`src/rtl/stopwatch_pkg.sv`:
```
// Shared types for the stopwatch front-panel controller: FSM state encoding,
// button indices and the registered output bundle.
package stopwatch_pkg;

  localparam int STATE_W = 2;
  localparam int NUM_BTN = 2;
  localparam int BTN_SS  = 0;
  localparam int BTN_LC  = 1;

  typedef enum logic [STATE_W-1:0] {
    ST_IDLE    = 2'd0,
    ST_RUNNING = 2'd1,
    ST_PAUSED  = 2'd2,
    ST_LAP     = 2'd3
  } state_e;

  typedef struct packed {
    logic run;
    logic clear;
    logic lap_capture;
    logic lap_hold;
  } ctrl_out_t;

  // The counter keeps advancing while the display is frozen on a lap.
  function automatic logic state_counts(state_e s);
    return (s == ST_RUNNING) || (s == ST_LAP);
  endfunction

endpackage

```
`src/rtl/stopwatch_ctrl_if.sv`:
```
// Panel-side bundle: raw buttons in, stopwatch/display controls and debug state out.
interface stopwatch_ctrl_if;
  import stopwatch_pkg::*;

  logic               btn_start_stop;
  logic               btn_lap_clear;
  logic               run;
  logic               clear;
  logic               lap_capture;
  logic               lap_hold;
  logic [STATE_W-1:0] state;

  modport master (
    output btn_start_stop, btn_lap_clear,
    input  run, clear, lap_capture, lap_hold, state
  );

  modport slave (
    input  btn_start_stop, btn_lap_clear,
    output run, clear, lap_capture, lap_hold, state
  );

endinterface

```
`src/rtl/stopwatch_ctrl_button_debounce.sv`:
```
// One pushbutton: 2-FF synchronizer, stability counter and a registered
// single-cycle press pulse on each accepted rising level.
module button_debounce #(
  parameter int DEBOUNCE_CYCLES = 1_000_000,
  parameter int CNT_W           = 20
) (
  input  logic clock,
  input  logic reset_n,
  input  logic btn_raw,
  output logic level,
  output logic press
);

  localparam logic [CNT_W-1:0] CNT_LAST = CNT_W'(DEBOUNCE_CYCLES - 1);

  logic             sync_meta;
  logic             sync;
  logic             level_d;
  logic [CNT_W-1:0] cnt;

  always_ff @(posedge clock or negedge reset_n) begin
    if (!reset_n) begin
      sync_meta <= 1'b0;
      sync      <= 1'b0;
      level     <= 1'b0;
      level_d   <= 1'b0;
      press     <= 1'b0;
      cnt       <= '0;
    end else begin
      sync_meta <= btn_raw;
      sync      <= sync_meta;
      level_d   <= level;
      press     <= level & ~level_d;
      // Any return to the accepted level restarts the stability window.
      if (sync == level) begin
        cnt <= '0;
      end else if (cnt == CNT_LAST) begin
        level <= sync;
        cnt   <= '0;
      end else begin
        cnt <= cnt + CNT_W'(1);
      end
    end
  end

endmodule

```
`src/rtl/stopwatch_ctrl.sv`:
```
// Stopwatch front-panel sequencer: debounces start/stop and lap/clear buttons and
// runs the IDLE/RUNNING/PAUSED/LAP machine driving run, clear and lap display controls.
module stopwatch_ctrl
  import stopwatch_pkg::*;
#(
  parameter int DEBOUNCE_CYCLES = 1_000_000,
  parameter int CNT_W           = 20
) (
  input  logic             clock,
  input  logic             reset_n,
  stopwatch_ctrl_if.slave  sw
);

  logic [NUM_BTN-1:0] btn_raw;
  logic [NUM_BTN-1:0] press;
  logic [NUM_BTN-1:0] level_unused;

  assign btn_raw[BTN_SS] = sw.btn_start_stop;
  assign btn_raw[BTN_LC] = sw.btn_lap_clear;

  for (genvar b = 0; b < NUM_BTN; b++) begin : g_btn
    button_debounce #(
      .DEBOUNCE_CYCLES (DEBOUNCE_CYCLES),
      .CNT_W           (CNT_W)
    ) u_db (
      .clock   (clock),
      .reset_n (reset_n),
      .btn_raw (btn_raw[b]),
      .level   (level_unused[b]),
      .press   (press[b])
    );
  end

  state_e    state_q, state_d;
  ctrl_out_t out_q,   out_d;
  logic      ss, lc;

  assign ss = press[BTN_SS];
  assign lc = press[BTN_LC];

  always_ff @(posedge clock or negedge reset_n) begin
    if (!reset_n) begin
      state_q <= ST_IDLE;
      out_q   <= '0;
    end else begin
      state_q <= state_d;
      out_q   <= out_d;
    end
  end

  // Start/stop has priority; a coincident lap/clear press is dropped.
  always_comb begin
    state_d = state_q;
    out_d   = '0;
    case (state_q)
      ST_IDLE: begin
        if (ss)      state_d = ST_RUNNING;
        else if (lc) out_d.clear = 1'b1;
      end
      ST_RUNNING: begin
        if (ss) begin
          state_d = ST_PAUSED;
        end else if (lc) begin
          state_d           = ST_LAP;
          out_d.lap_capture = 1'b1;
        end
      end
      ST_LAP: begin
        if (ss)      state_d = ST_PAUSED;
        else if (lc) state_d = ST_RUNNING;
      end
      ST_PAUSED: begin
        if (ss) begin
          state_d = ST_RUNNING;
        end else if (lc) begin
          state_d     = ST_IDLE;
          out_d.clear = 1'b1;
        end
      end
      default: state_d = ST_IDLE;
    endcase
    out_d.run      = state_counts(state_d);
    out_d.lap_hold = (state_d == ST_LAP);
  end

  assign sw.run         = out_q.run;
  assign sw.clear       = out_q.clear;
  assign sw.lap_capture = out_q.lap_capture;
  assign sw.lap_hold    = out_q.lap_hold;
  assign sw.state       = state_q;

endmodule

```
`src/flat_wrapper.sv`:
```
// flat-port wrapper written by rule: the top's interface ports become plain ports
module stopwatch_ctrl_flat import stopwatch_pkg::*;
#(
  parameter int DEBOUNCE_CYCLES = 1_000_000,
  parameter int CNT_W           = 20
)
  (clock, reset_n, sw_btn_start_stop, sw_btn_lap_clear, sw_run, sw_clear, sw_lap_capture, sw_lap_hold, sw_state);
  stopwatch_ctrl_if sw_i ();
  input  logic clock;
  input  logic reset_n;
  input wire logic [$bits(sw_i.btn_start_stop)-1:0] sw_btn_start_stop;
  input wire logic [$bits(sw_i.btn_lap_clear)-1:0] sw_btn_lap_clear;
  output wire logic [$bits(sw_i.run)-1:0] sw_run;
  output wire logic [$bits(sw_i.clear)-1:0] sw_clear;
  output wire logic [$bits(sw_i.lap_capture)-1:0] sw_lap_capture;
  output wire logic [$bits(sw_i.lap_hold)-1:0] sw_lap_hold;
  output wire logic [$bits(sw_i.state)-1:0] sw_state;
  assign sw_i.btn_start_stop = sw_btn_start_stop;
  assign sw_i.btn_lap_clear = sw_btn_lap_clear;
  assign sw_run = sw_i.run;
  assign sw_clear = sw_i.clear;
  assign sw_lap_capture = sw_i.lap_capture;
  assign sw_lap_hold = sw_i.lap_hold;
  assign sw_state = sw_i.state;
  stopwatch_ctrl #(.DEBOUNCE_CYCLES(DEBOUNCE_CYCLES), .CNT_W(CNT_W)) u_core (.clock(clock), .reset_n(reset_n), .sw(sw_i));
endmodule
```
`config.mk`:
```
export PLATFORM = sky130hd
export DESIGN_NAME = stopwatch_ctrl_flat
export DESIGN_NICKNAME = d
export VERILOG_FILES = /design/src/rtl/stopwatch_pkg.sv /design/src/rtl/stopwatch_ctrl_if.sv /design/src/rtl/stopwatch_ctrl_button_debounce.sv /design/src/rtl/stopwatch_ctrl.sv /design/src/flat_wrapper.sv
export SDC_FILE = /design/constraint.sdc
export NUM_CORES = 1
export LEC_CHECK = 0
export BUFFER_PORTS_ARGS = -buffer_cell sky130_fd_sc_hd__buf_4
export CAP_MARGIN = 20
export CORE_MARGIN = 2
export CORE_UTILIZATION = 52
export DETAILED_ROUTE_END_ITERATION = 10
export PLACE_DENSITY_LB_ADDON = 0.08
export SYNTH_ARGS = -nofsm -noshare
export SYNTH_HDL_FRONTEND = slang
export SYNTH_SLANG_ARGS = --single-unit
```
`constraint.sdc`:
```
create_clock -name clock -period 5.3 [get_ports clock]
set_input_delay 0.53 -clock clock [delete_from_list [all_inputs] [get_ports clock]]
set_output_delay 0.53 -clock clock [all_outputs]
set_load 0.01 [all_outputs]
```
Word level (Yosys, flattened, before mapping). Cells that the tools add are included.

Register bits after elaboration: 56. Input port bits: 4. Output and inout bits: 6. Word-level logic and storage cells: 55.

Add/sub/neg operators: 2. Eq/ne operators: 9. Muxes and demuxes: 16. Bitwise gates (word level): 6. Reductions and logical operators: 5.

Operators with widths (count): 20-bit two-way mux (4); 20-bit by 1-bit adder with 20-bit output (second input constant) (2); 20-bit == test (second input constant) (2); 2-bit two-way mux (7); 2-bit one-hot mux with 4 select lines (1); 2-bit == test (second input constant) (3); 2-bit by 1-bit == test with 1-bit output (second input constant) (2); 1-bit two-way mux (4); 1-bit NOT (4); 2-bit AND reduction (2); 1-bit AND (2); 1-bit == test (2); 2-bit logical NOT (1); 2-bit OR reduction (1); 1-bit logical OR (1).

Depth between registers and ports, before layout. Gate-level depths: netlist of the first run.

Word-level depth: 5. Depth in mapped cells: 6. Gate-level depth less buffers: 5.

Cells and area by module. From an unflattened synthesis of the first run, not the netlist that was laid out.

Cell total of the unflattened synthesis: 238. Area total of the unflattened synthesis: 2565.0 um2.

Modules (own cells, without submodules): button_debounce (times used 2, cells each 111, area an instance 1171.1 um2, sequential area each 625.6 um2); stopwatch_ctrl (times used 1, cells each 16, area an instance 222.7 um2, sequential area each 150.1 um2).

Least setup slack after synthesis of the first run. OpenSTA, ideal clock, no wires.

Path kind: register to register. Start: register u_core.g_btn[1].u_db.cnt[0]. End: register u_core.g_btn[1].u_db.cnt[18]. Setup time: 0.078 ns. Arrival time: 1.910 ns. Slack: 3.312 ns. Stages on the path, launching flop included: 7. Path buffers: 1. Clock period less this slack: 1.988 ns. Cells stage by stage: dfrtp_1 > ha_1 > nand3_2 > or4_1 > buf_2 > or4_1 > a21oi_1.

Longest elaborated chain between the ends: 3. Elaborated cells between the ends (all ways): 4. Those cells by class: add/sub: 1; eq/ne: 1; mux: 2.

RTL lines: start: declaration (line stopwatch_ctrl_button_debounce.sv:19) `logic [CNT_W-1:0] cnt;`; start signal: assignment (line stopwatch_ctrl_button_debounce.sv:41) `cnt <= cnt + CNT_W'(1);`; 20-bit by 1-bit adder with 20-bit output or 20-bit == test (tied branches) (line stopwatch_ctrl_button_debounce.sv:41, stopwatch_ctrl_button_debounce.sv:37); 20-bit two-way mux (*) (line stopwatch_ctrl_button_debounce.sv:37) `end else if (cnt == CNT_LAST) begin`; 20-bit two-way mux (*) (line stopwatch_ctrl_button_debounce.sv:35) `if (sync == level) begin`.

Every way passes the cells marked *; elsewhere a longest branch is shown, timed or not. A chain may end at the register's enable or synchronous reset.

Final worst setup path of the first run.
Start: register u_core.g_btn[0].u_db.cnt[16]. End: register u_core.g_btn[0].u_db.cnt[18].

Longest elaborated chain between the ends: 3. Elaborated cells between the ends (all ways): 4. Those cells by class: add/sub: 1; eq/ne: 1; mux: 2.

RTL lines (line): start: declaration (stopwatch_ctrl_button_debounce.sv:19); start signal: assignment (stopwatch_ctrl_button_debounce.sv:41); 20-bit by 1-bit adder with 20-bit output or 20-bit == test (tied branches) (stopwatch_ctrl_button_debounce.sv:41, stopwatch_ctrl_button_debounce.sv:37); 20-bit two-way mux (*) (stopwatch_ctrl_button_debounce.sv:37); 20-bit two-way mux (*) (stopwatch_ctrl_button_debounce.sv:35).

Marked as above.

==> flow_metrics.tcl, run 1 <==
set metrics [dict create \
    routed-wl-met2_um 1959 \
    syn-cell-area_mm2 0.002484 \
    start_util_pct 53.29 \
    drtIter0Drc 130 \
    num_antenna_cells 0 \
    drive_gt1_share_pct 11.28 \
    dr_wl_met3_um 127 \
    synth.avg_cell_area_um2 10.14 \
    cts_made_buffers 5 \
    path_clk_slew_ns 0.10 \
    critPathRequiredTime_ns 5.50 \
    synth_edf_count 0 \
    row_count 25 \
    grt_pass1_wl_um 7320 \
    finalCriticalPeriod_ns 2.288 \
    synthArstFlopShare_pct 100.0 \
    wl_per_cell_um 13.93 \
    cts_tree "done" \
    gp_congestion 0.7996 \
    grt_pass1_vias 1609 \
    dp_hpwl_um 2978 \
    final_core_util_pct 58.23 \
    synth-warning-count 0 \
    status "finished clean" \
    cts-htree-levels 2 \
    end_kind "flip-flop" \
    fill_cells 416 \
    cap_violations 0 \
    cp.arrival_ns 2.48 \
    yosysTopAreaCellShare_pct 55.42 \
    vias 1768 \
    highest_layer "met4" \
    synth.ff_latch_count 55 \
    path_class "flip-flop to flip-flop" \
    ctsResizeCount 0 \
    synth_top_area_cell "dfrtp_1" \
    fin_skew_ns 0.003947 \
    cts-root-buf "clkbuf_8" \
    leakage_uw 0.001107 \
    synth_nets 251 \
    finalSetupViolCount 0 \
    slew_viol_final 0 \
    fin_nets 262 \
    cts_hold_buf 0 \
    finalSetupTns_ns 0 \
    die_x_um 73.11 \
    holdWs_ns 0.2453 \
    dr.pass1.iters 5 \
    track_usage_pct 17.93 \
    antenna_found_initial 0 \
    worst_pin_slew_ns 0.7016 \
    vdd_drop_max_uv 133.6 \
    setup.worst_path.start_class "flip-flop" \
    hold_viol 0 \
    total_power_uw 706.0 \
    rsz0062_at_grt "no" \
    synth_most_common_cell "dfrtp_1" \
    power_density_mw_per_mm2 260.1 \
    port_buffers 9 \
    critical_path.max_fanout 11 \
    post_cts.repair.setup_buffers 0 \
    drt-met1-wl_um 2177 \
    io_pins 10 \
    placed_cell_area_mm2 0.002610 \
    core_area_mm2 0.004661 \
    fin_area_mm2 0.002714 \
    die_y_um 73.11 \
    clock-sinks 55 \
    syn_inst 245 \
    clockBufferDepth 2 \
    drcViolationCount 0 \
    die_area_mm2 0.005345 \
    routed_via_density 5.685 \
    ys.flop_type "dfrtp_1" \
    clock_latency_ns 0.31 \
    period_share_pct 43.18 \
    max_freq_mhz 437.0 \
    relSlewSlack_pct 52.94 \
    synth_cell_types 32 \
    grt_start_max_net_pins 56 \
    ys_seq_area_share_pct 55.42 \
    wl_um 4332 \
    grt_overflow_total 0 \
    min_path_type "primary input to async pin" \
    ys_top_cells_by_count "dfrtp_1, nor2_1, xnor2_1, nand2_1, nand3_1" \
    ant_nets 0 \
    synth.area.top_cells "dfrtp_1, xnor2_1, nor2_1" \
    synthToLayoutAreaGrowth_pct 9.269 \
]
## cells in the final DEF, fill, tap and decap left out, types with 2 or more instances in the layout
cell type  instances
mux2_2             2
nor2b_1            3
dfrtp_1           55
or3_1              4
nand4b_1           2
and3_1             3
ha_1               2
clkbuf_8           7
nor2_1            38
nor4_1             9
nand4_1           10
nand2_1           14
or4_1              4
xor2_1             7
nand3_1           12
xnor2_1           22
inv_1             10
o21ai_0            9
nor3_1             8
o31ai_2            2
a21oi_1           10
buf_4             11
or3_2              3
## per-layer routing
| metal | vias up | global-route usage [%] |
|---|---|---|
| li1 | 877 | - |
| met1 | 863 | 25.11 |
| met2 | 22 | 26.53 |
| met3 | 6 | 5.249 |
| met4 | 0 | 6.379 |
| met5 | - | 0 |
## critical path, stage by stage, from the launching register on
cell and delay, ns:
dfrtp_1 0.42, nand3_1 0.11, or4b_2 0.67, o31ai_2 0.60
buf_4 0.31, a21oi_1 0.07
## cell families after synthesis
group,synth area share [%]
multiplexers,0.9067
AND/OR/NAND/NOR,24.84
buffers and inverters,2.872
adder cells (fa/ha/maj),1.007
XOR/XNOR,10.23
AO/OA/AOI/OAI,4.735
flip-flops,55.42
## layout make-up
type | instances | area [um2] | share of cell area [%]
Sequential cell | 55 | 1376 | 50.71
Inverter | 10 | 37.54 | 1.383
Clock inverter | 1 | 7.507 | 0.2766
Clock buffer | 7 | 96.34 | 3.550
Tap cell | 54 | 67.56 | 2.490
Multi-Input combinational cell | 173 | 1046 | 38.54
Timing Repair Buffer | 11 | 82.58 | 3.043
## registers in the layout, indices dropped and copies added (netlist names)
name,flops
u_core.sw.run,1
u_core.g_btn.u_db.press,2
u_core.g_btn.u_db.sync,2
u_core.g_btn.u_db.level,2
u_core.sw.lap_capture,1
u_core.sw.clear,1
u_core.sw.lap_hold,1
u_core.sw.state,1
u_core.g_btn.u_db.sync_meta,2
u_core.g_btn.u_db.level_d,2
u_core.g_btn.u_db.cnt,40
## per-stage QoR
stage,instances,worst slack [ns]
2_1_floorplan,245,3.312
6_report,311,3.012
3_3_place_gp,303,3.111
5_1_grt,311,2.873
4_1_cts,311,2.994
3_5_place_dp,303,3.006
## worst paths after layout
kind / start / depth (start not counted) / end / slack (ns)
worst max-delay path: u_core.g_btn[0].u_db.cnt[16] / 5 / u_core.g_btn[0].u_db.cnt[18] / 3.01
worst min-delay path: reset_n / 1 / u_core.g_btn[1].u_db.cnt[18] / 0.25
worst max register to register: u_core.g_btn[0].u_db.cnt[16] / 5 / u_core.g_btn[0].u_db.cnt[18] / 3.01
worst min register to register: u_core.g_btn[1].u_db.sync_meta / 0 / u_core.g_btn[1].u_db.sync / 0.36
max in group asynchronous: reset_n / 1 / u_core.g_btn[0].u_db.cnt[1] / 4.61
min in group clock: sw_btn_lap_clear / 1 / u_core.g_btn[1].u_db.sync_meta / 0.32
## power breakdown
group / internal (uW) / switching (uW) / total (uW)
combinational: 6.68 / 16.1 / 22.8
sequential: 424 / 4.93 / 429
clock: 119 / 135 / 254
(Power assumes the default switching activity.)
==> inputs of run 2 (changes only) <==
--- a/config.mk
+++ b/config.mk
@@ -5,6 +5,7 @@
 export SDC_FILE = /design/constraint.sdc
 export NUM_CORES = 1
 export LEC_CHECK = 0
+export ABC_AREA = 1
 export BUFFER_PORTS_ARGS = -buffer_cell sky130_fd_sc_hd__buf_4
 export CAP_MARGIN = 20
 export CORE_MARGIN = 2
==> constraint.sdc (replaced) <==
create_clock -name clock -period 2.01 [get_ports clock]
set_input_delay 0.201 -clock clock [delete_from_list [all_inputs] [get_ports clock]]
set_output_delay 0.201 -clock clock [all_outputs]
set_load 0.01 [all_outputs]
==> flow_metrics.tcl, run 2 <==
set metrics [dict create \
    status "finished clean" \
    crit_top_cell "nand3_2" \
    synthToLayoutAreaGrowth_pct 9.649 \
    total_power_uw 1825 \
    drcViolationCount 0 \
    synth_top_area_cell "dfrtp_1" \
    path_class "flip-flop to flip-flop" \
    wl_um 5114 \
    port_buffers 9 \
    mostFrequentLayoutCells "nor2_1, dfrtp_1, nand2_1" \
    track_usage_pct 19.30 \
    synth_most_common_cell "nor2_1" \
    cts_made_buffers 5 \
    dp_hpwl_um 3777 \
    ys_top_cells_by_count "nor2_1, dfrtp_1, nand2_1, inv_1, nand3_1" \
    reg2reg_slack_ns 0.56 \
    synthArstFlopShare_pct 100.0 \
    period_share_pct 71.94 \
    largest_register_ffs 40 \
    cap_violations 0 \
    clock_latency_ns 0.32 \
    ant_nets 0 \
    io_pins 10 \
    synth.avg_cell_area_um2 8.425 \
    routed_via_density 4.924 \
    worst_pin_slew_ns 0.6652 \
    cts-htree-levels 2 \
    synth_edf_count 0 \
    finalSetupTns_ns 0 \
    hold_path_startpoint "u_core.g_btn[0].u_db.sync_meta" \
    vdd_drop_max_uv 391.4 \
    synth-warning-count 0 \
    crit_path_top_delay_cell "dfrtp_1" \
    holdWs_ns 0.3677 \
    top_register "u_core.g_btn.u_db.cnt" \
    grt_pass1_wl_um 9183 \
    finalSetupViolCount 0 \
    ys.flop_type "dfrtp_1" \
    synth.ff_latch_count 55 \
    grt_pass1_vias 2006 \
    ys_seq_area_share_pct 48.91 \
    rsz0062_at_grt "no" \
    worst_path_largest_cell_delay_ns 0.38 \
    finalCriticalPeriod_ns 1.446 \
    fill_cells 467 \
    die_area_mm2 0.006016 \
    die_x_um 77.56 \
    syn_inst 334 \
    critPathRequiredTime_ns 2.21 \
    rr_startpoint "u_core.g_btn[0].u_db.cnt[0]" \
    synth_cell_types 29 \
    relSlewSlack_pct 55.65 \
    clock-sinks 55 \
    worstPathCellList "ha_1 -> nand3_2 -> nor2_4 -> nand3_2 -> nand2_2 -> nor2_1" \
    synth.area.top_cells "dfrtp_1, nor2_1, nand2_1" \
    start_util_pct 54.40 \
    grt_start_max_net_pins 56 \
    post_cts.repair.setup_buffers 0 \
    drive_gt1_share_pct 16.15 \
    dp_cells 412 \
    worst_r2r_endpoint "u_core.g_btn[0].u_db.cnt[5]" \
    clockBufferDepth 2 \
    finalNonFillerCells 423 \
    num_antenna_cells 0 \
    dr.pass1.iters 4 \
    path_clk_slew_ns 0.10 \
    final_core_util_pct 59.65 \
    hold_path_depth 0 \
    antenna_found_initial 0 \
    die_y_um 77.56 \
    syn-cell-area_mm2 0.002814 \
    vias 2083 \
    cts-root-buf "clkbuf_8" \
    final_common_cell "nor2_1" \
    critical_path.max_fanout 7 \
    drtIter0Drc 79 \
    power_density_mw_per_mm2 591.6 \
    gp_congestion 0.8938 \
    synth_nets 340 \
    row_count 26 \
    hold_viol 0 \
    core_area_mm2 0.005172 \
    max_freq_mhz 691.5 \
    grt_overflow_total 0 \
    yosysTopAreaCellShare_pct 48.91 \
    fin_skew_ns 0.01843 \
    wl_per_cell_um 12.09 \
    leakage_uw 0.001337 \
    fin_nets 358 \
    cts_tree "done" \
    end_kind "flip-flop" \
    cp.arrival_ns 1.65 \
    reg2reg_depth 6 \
    hold_path_end "u_core.g_btn[0].u_db.sync" \
    setup.worst_path.start_class "flip-flop" \
    slew_viol_final 0 \
    min_path_type "flip-flop to flip-flop" \
]
[run 2: cell count changes after synthesis, moves of 7 or more]
cell	change
inv_1	+20
nor2_2	+10
nor2_1	+39
xnor2_1	-16
nor4_1	-8
o21ai_0	-8
nand2_1	+40
nand3_1	+18
a21oi_1	-7
[run 2: cell type report]
| type | instances | area (um2) | share of cell area (%) |
|---|---|---|---|
| Clock buffer | 5 | 68.82 | 2.230 |
| Clock inverter | 3 | 25.02 | 0.8110 |
| Inverter | 36 | 135.1 | 4.380 |
| Multi-Input combinational cell | 242 | 1295 | 41.97 |
| Sequential cell | 55 | 1376 | 44.61 |
| Tap cell | 70 | 87.58 | 2.839 |
| Timing Repair Buffer | 12 | 97.59 | 3.163 |
[run 2: how the worst max path moves through the flow]
stage | slack (ns) | endpoint | startpoint | cells past startpoint
after global placement | 0.60 | u_core.g_btn[1].u_db.cnt[18] | u_core.g_btn[1].u_db.cnt[0] | 6
after floorplan | 0.75 | u_core.g_btn[0].u_db.cnt[3] | u_core.g_btn[0].u_db.cnt[0] | 6
after detailed placement | 0.55 | u_core.g_btn[0].u_db.cnt[0] | u_core.g_btn[0].u_db.cnt[0] | 6
after CTS | 0.54 | u_core.g_btn[0].u_db.cnt[0] | u_core.g_btn[0].u_db.cnt[0] | 6
final | 0.56 | u_core.g_btn[0].u_db.cnt[5] | u_core.g_btn[0].u_db.cnt[0] | 6
after global routing | 0.42 | u_core.g_btn[0].u_db.cnt[0] | u_core.g_btn[0].u_db.cnt[0] | 6
[run 2: metal layers]
layer	global-route usage (%)	vias to the layer above	wire length, um
li1	-	1084	-
met1	26.20	970	2528
met2	30.96	23	2406
met3	3.837	6	114
met4	6.786	0	65
met5	0	-	0
[run 2: where the power goes]
group | leakage, uW | internal [uW] | total (uW) | switching (uW)
registers | 0.000754 | 1120 | 1130 | 9.81
clock network | 0.0000443 | 250 | 625 | 376
logic | 0.000538 | 21.7 | 71.0 | 49.3
[run 2: metrics by stage]
stage	setup WS, ns	instance area [um2]
4_1_cts	0.5421	3085
2_1_floorplan	0.7529	2814
3_3_place_gp	0.6017	2962
3_5_place_dp	0.5515	2962
6_report	0.5639	3085
5_1_grt	0.4227	3085
[run 2: cell families (layout without fill, tap and decap cells)]
| group | count (synthesis) | in the layout | synth area share (%) |
|---|---|---|---|
| adders and majority gates | 2 | 2 | 0.8891 |
| buffers and inverters | 37 | 56 | 5.069 |
| and+or+nand+nor | 208 | 208 | 35.70 |
| AOI/OAI and AO/OA | 11 | 11 | 2.356 |
| xor gates and xnor gates | 21 | 21 | 7.070 |
| DFF | 55 | 55 | 48.91 |
[run 2: repair_timing]
item,in CTS,in global routing
hold buffers,3,0
hold endpoints to repair,57,0
resized for setup,0,0
[run 2: worst max-delay path, delay by kind of cell (launching register included)]
family | cells | cell delay, ns
adder cells (fa/ha/maj) | 1 | 0.21
AND/OR/NAND/NOR | 5 | 0.76
flip-flops | 1 | 0.38
==> inputs of run 3 (changes only) <==
==> constraint.sdc (replaced) <==
create_clock -name clock -period 1.5 [get_ports clock]
set_input_delay 0.15 -clock clock [delete_from_list [all_inputs] [get_ports clock]]
set_output_delay 0.15 -clock clock [all_outputs]
set_load 0.01 [all_outputs]
==> flow_metrics.tcl, run 3 (synthesized netlist as in run 2, its figures left out) <==
set metrics [dict create \
    die_area_mm2 0.006016 \
    largest_register_ffs 40 \
    io_pins 10 \
    hold_path_depth 0 \
    vias 2142 \
    clock-sinks 55 \
    cts_tree "done" \
    cap_violations 0 \
    synthToLayoutAreaGrowth_pct 11.65 \
    grt_overflow_total 0 \
    hold_viol 0 \
    clock_latency_ns 0.31 \
    routed_via_density 5.040 \
    path_class "flip-flop to flip-flop" \
    num_antenna_cells 0 \
    cts-htree-levels 2 \
    power_density_mw_per_mm2 840.2 \
    top_register "u_core.g_btn.u_db.cnt" \
    worst_pin_slew_ns 0.6715 \
    critical_path.max_fanout 8 \
    crit_path_top_delay_cell "dfrtp_1" \
    holdWs_ns 0.3641 \
    path_clk_slew_ns 0.11 \
    hold_path_startpoint "u_core.g_btn[0].u_db.sync_meta" \
    critPathRequiredTime_ns 1.71 \
    reg2reg_depth 6 \
    vdd_drop_max_uv 561.7 \
    fin_skew_ns 0.008106 \
    drcViolationCount 0 \
    slew_viol_final 0 \
    pwr-share-clk_pct 38.8 \
    finalNonFillerCells 425 \
    seqCellArea_mm2 0.001376 \
    ant_nets 0 \
    clockBufferDepth 2 \
    multi_input_area_mm2 0.001315 \
    end_kind "flip-flop" \
    finalCriticalPeriod_ns 1.371 \
    core_area_mm2 0.005172 \
    relSlewSlack_pct 55.23 \
    mostFrequentLayoutCells "nor2_1, dfrtp_1, nand2_1" \
    worstPathCellList "ha_2 -> nand3_1 -> nor2_2 -> nand3_2 -> nand2_4 -> nor2_1" \
    status "finished clean" \
    p_comb_share_pct 3.8 \
    grt_pass1_wl_um 9315 \
    fin_nets 360 \
    dp_hpwl_um 3891 \
    track_usage_pct 19.44 \
    drive_gt1_share_pct 16.90 \
    drtIter0Drc 146 \
    cts_made_buffers 5 \
    cts-root-buf "clkbuf_8" \
    gp_congestion 0.9103 \
    start_util_pct 54.40 \
    rr_startpoint "u_core.g_btn[1].u_db.cnt[0]" \
    total_power_uw 2640 \
    max_freq_mhz 729.6 \
    final_common_cell "nor2_1" \
    port_buffers 9 \
    p_sw_uw 602.9 \
    die_x_um 77.56 \
    final_core_util_pct 60.74 \
    dr.pass1.iters 4 \
    fin_area_mm2 0.003142 \
    leakage_uw 0.001357 \
    row_count 26 \
    fill_cells 476 \
    worst_r2r_endpoint "u_core.g_btn[1].u_db.cnt[9]" \
    worst_path_largest_cell_delay_ns 0.38 \
    grt_pass1_vias 2044 \
    internal-power_uw 2037 \
    rsz0062_at_grt "yes" \
    period_share_pct 91.37 \
    antenna_found_initial 0 \
    switching_share_pct 22.84 \
    placed_cell_area_mm2 0.002969 \
    setup.worst_path.start_class "flip-flop" \
    cp.arrival_ns 1.58 \
    hold_path_end "u_core.g_btn[0].u_db.sync" \
    grt_start_max_net_pins 56 \
    wl_um 5319 \
    min_path_type "flip-flop to flip-flop" \
    dp_cells 413 \
    power_frac_seq_pct 57.3 \
    finalSetupViolCount 0 \
    die_y_um 77.56 \
    wl_per_cell_um 12.52 \
    reg2reg_slack_ns 0.13 \
]
-- run 3: power groups by stage --
stage          logic, uW  registers (uW)  clock network, uW
2_1_floorplan       46.5            1540                  0
3_3_place_gp        91.9            1540                  0
3_5_place_dp        93.2            1540                  0
4_1_cts             99.9            1510               1060
5_1_grt              121            1520               1110
6_report             101            1510               1030
-- run 3: area by class of cell --
cell class,count,area share [%]
sequential,55,43.81
multi-input combinational,242,41.86
inverter,36,4.301
timing repair buffer,14,3.584
tap,70,2.788
clock buffer,5,2.190
clock inverter,3,1.474
-- run 3: how the worst max path moves through the flow --
stage / from / to / slack [ns] / cells past startpoint
2_1_floorplan: u_core.g_btn[0].u_db.cnt[0] / u_core.g_btn[0].u_db.cnt[3] / 0.24 / 6
3_3_place_gp: u_core.g_btn[0].u_db.cnt[0] / u_core.g_btn[0].u_db.cnt[6] / 0.12 / 6
3_5_place_dp: u_core.g_btn[1].u_db.cnt[0] / u_core.g_btn[1].u_db.cnt[9] / 0.08 / 6
4_1_cts: u_core.g_btn[1].u_db.cnt[0] / u_core.g_btn[1].u_db.cnt[9] / 0.06 / 6
5_1_grt: u_core.g_btn[1].u_db.cnt[1] / u_core.g_btn[1].u_db.cnt[6] / -0.01 / 6
6_report: u_core.g_btn[1].u_db.cnt[0] / u_core.g_btn[1].u_db.cnt[9] / 0.13 / 6
-- run 3: routing by layer --
layer / vias to the layer above / wire (um) / share of wire, % / track usage, %
met1: 1013 / 2607 / 49 / 26.47
met2: 37 / 2457 / 46 / 31.04
met3: 7 / 166 / 3.1 / 3.953
li1: 1085 / - / - / -
met4: 0 / 89 / 1.7 / 6.786
met5: - / 0 / 0 / 0
-- run 3: worst max-delay path: cells and delay by family (launching register included) --
kind | cells | cell delay (ns)
AND/OR/NAND/NOR | 5 | 0.69
flip-flops | 1 | 0.38
adder cells (fa/ha/maj) | 1 | 0.20
-- run 3: stage by stage --
step,worst slack (ns),setup TNS [ns]
3_3_place_gp,0.1214,0
5_1_grt,-0.01226,-0.04672
3_5_place_dp,0.07741,0
4_1_cts,0.06305,0
2_1_floorplan,0.2429,0
6_report,0.1294,0
-- run 3: what timing repair did --
item	CTS	global route
setup buffers	0	1
setup endpoints to repair	0	17
hold buffers	3	0
resized for setup	0	5
hold endpoints to repair	57	0
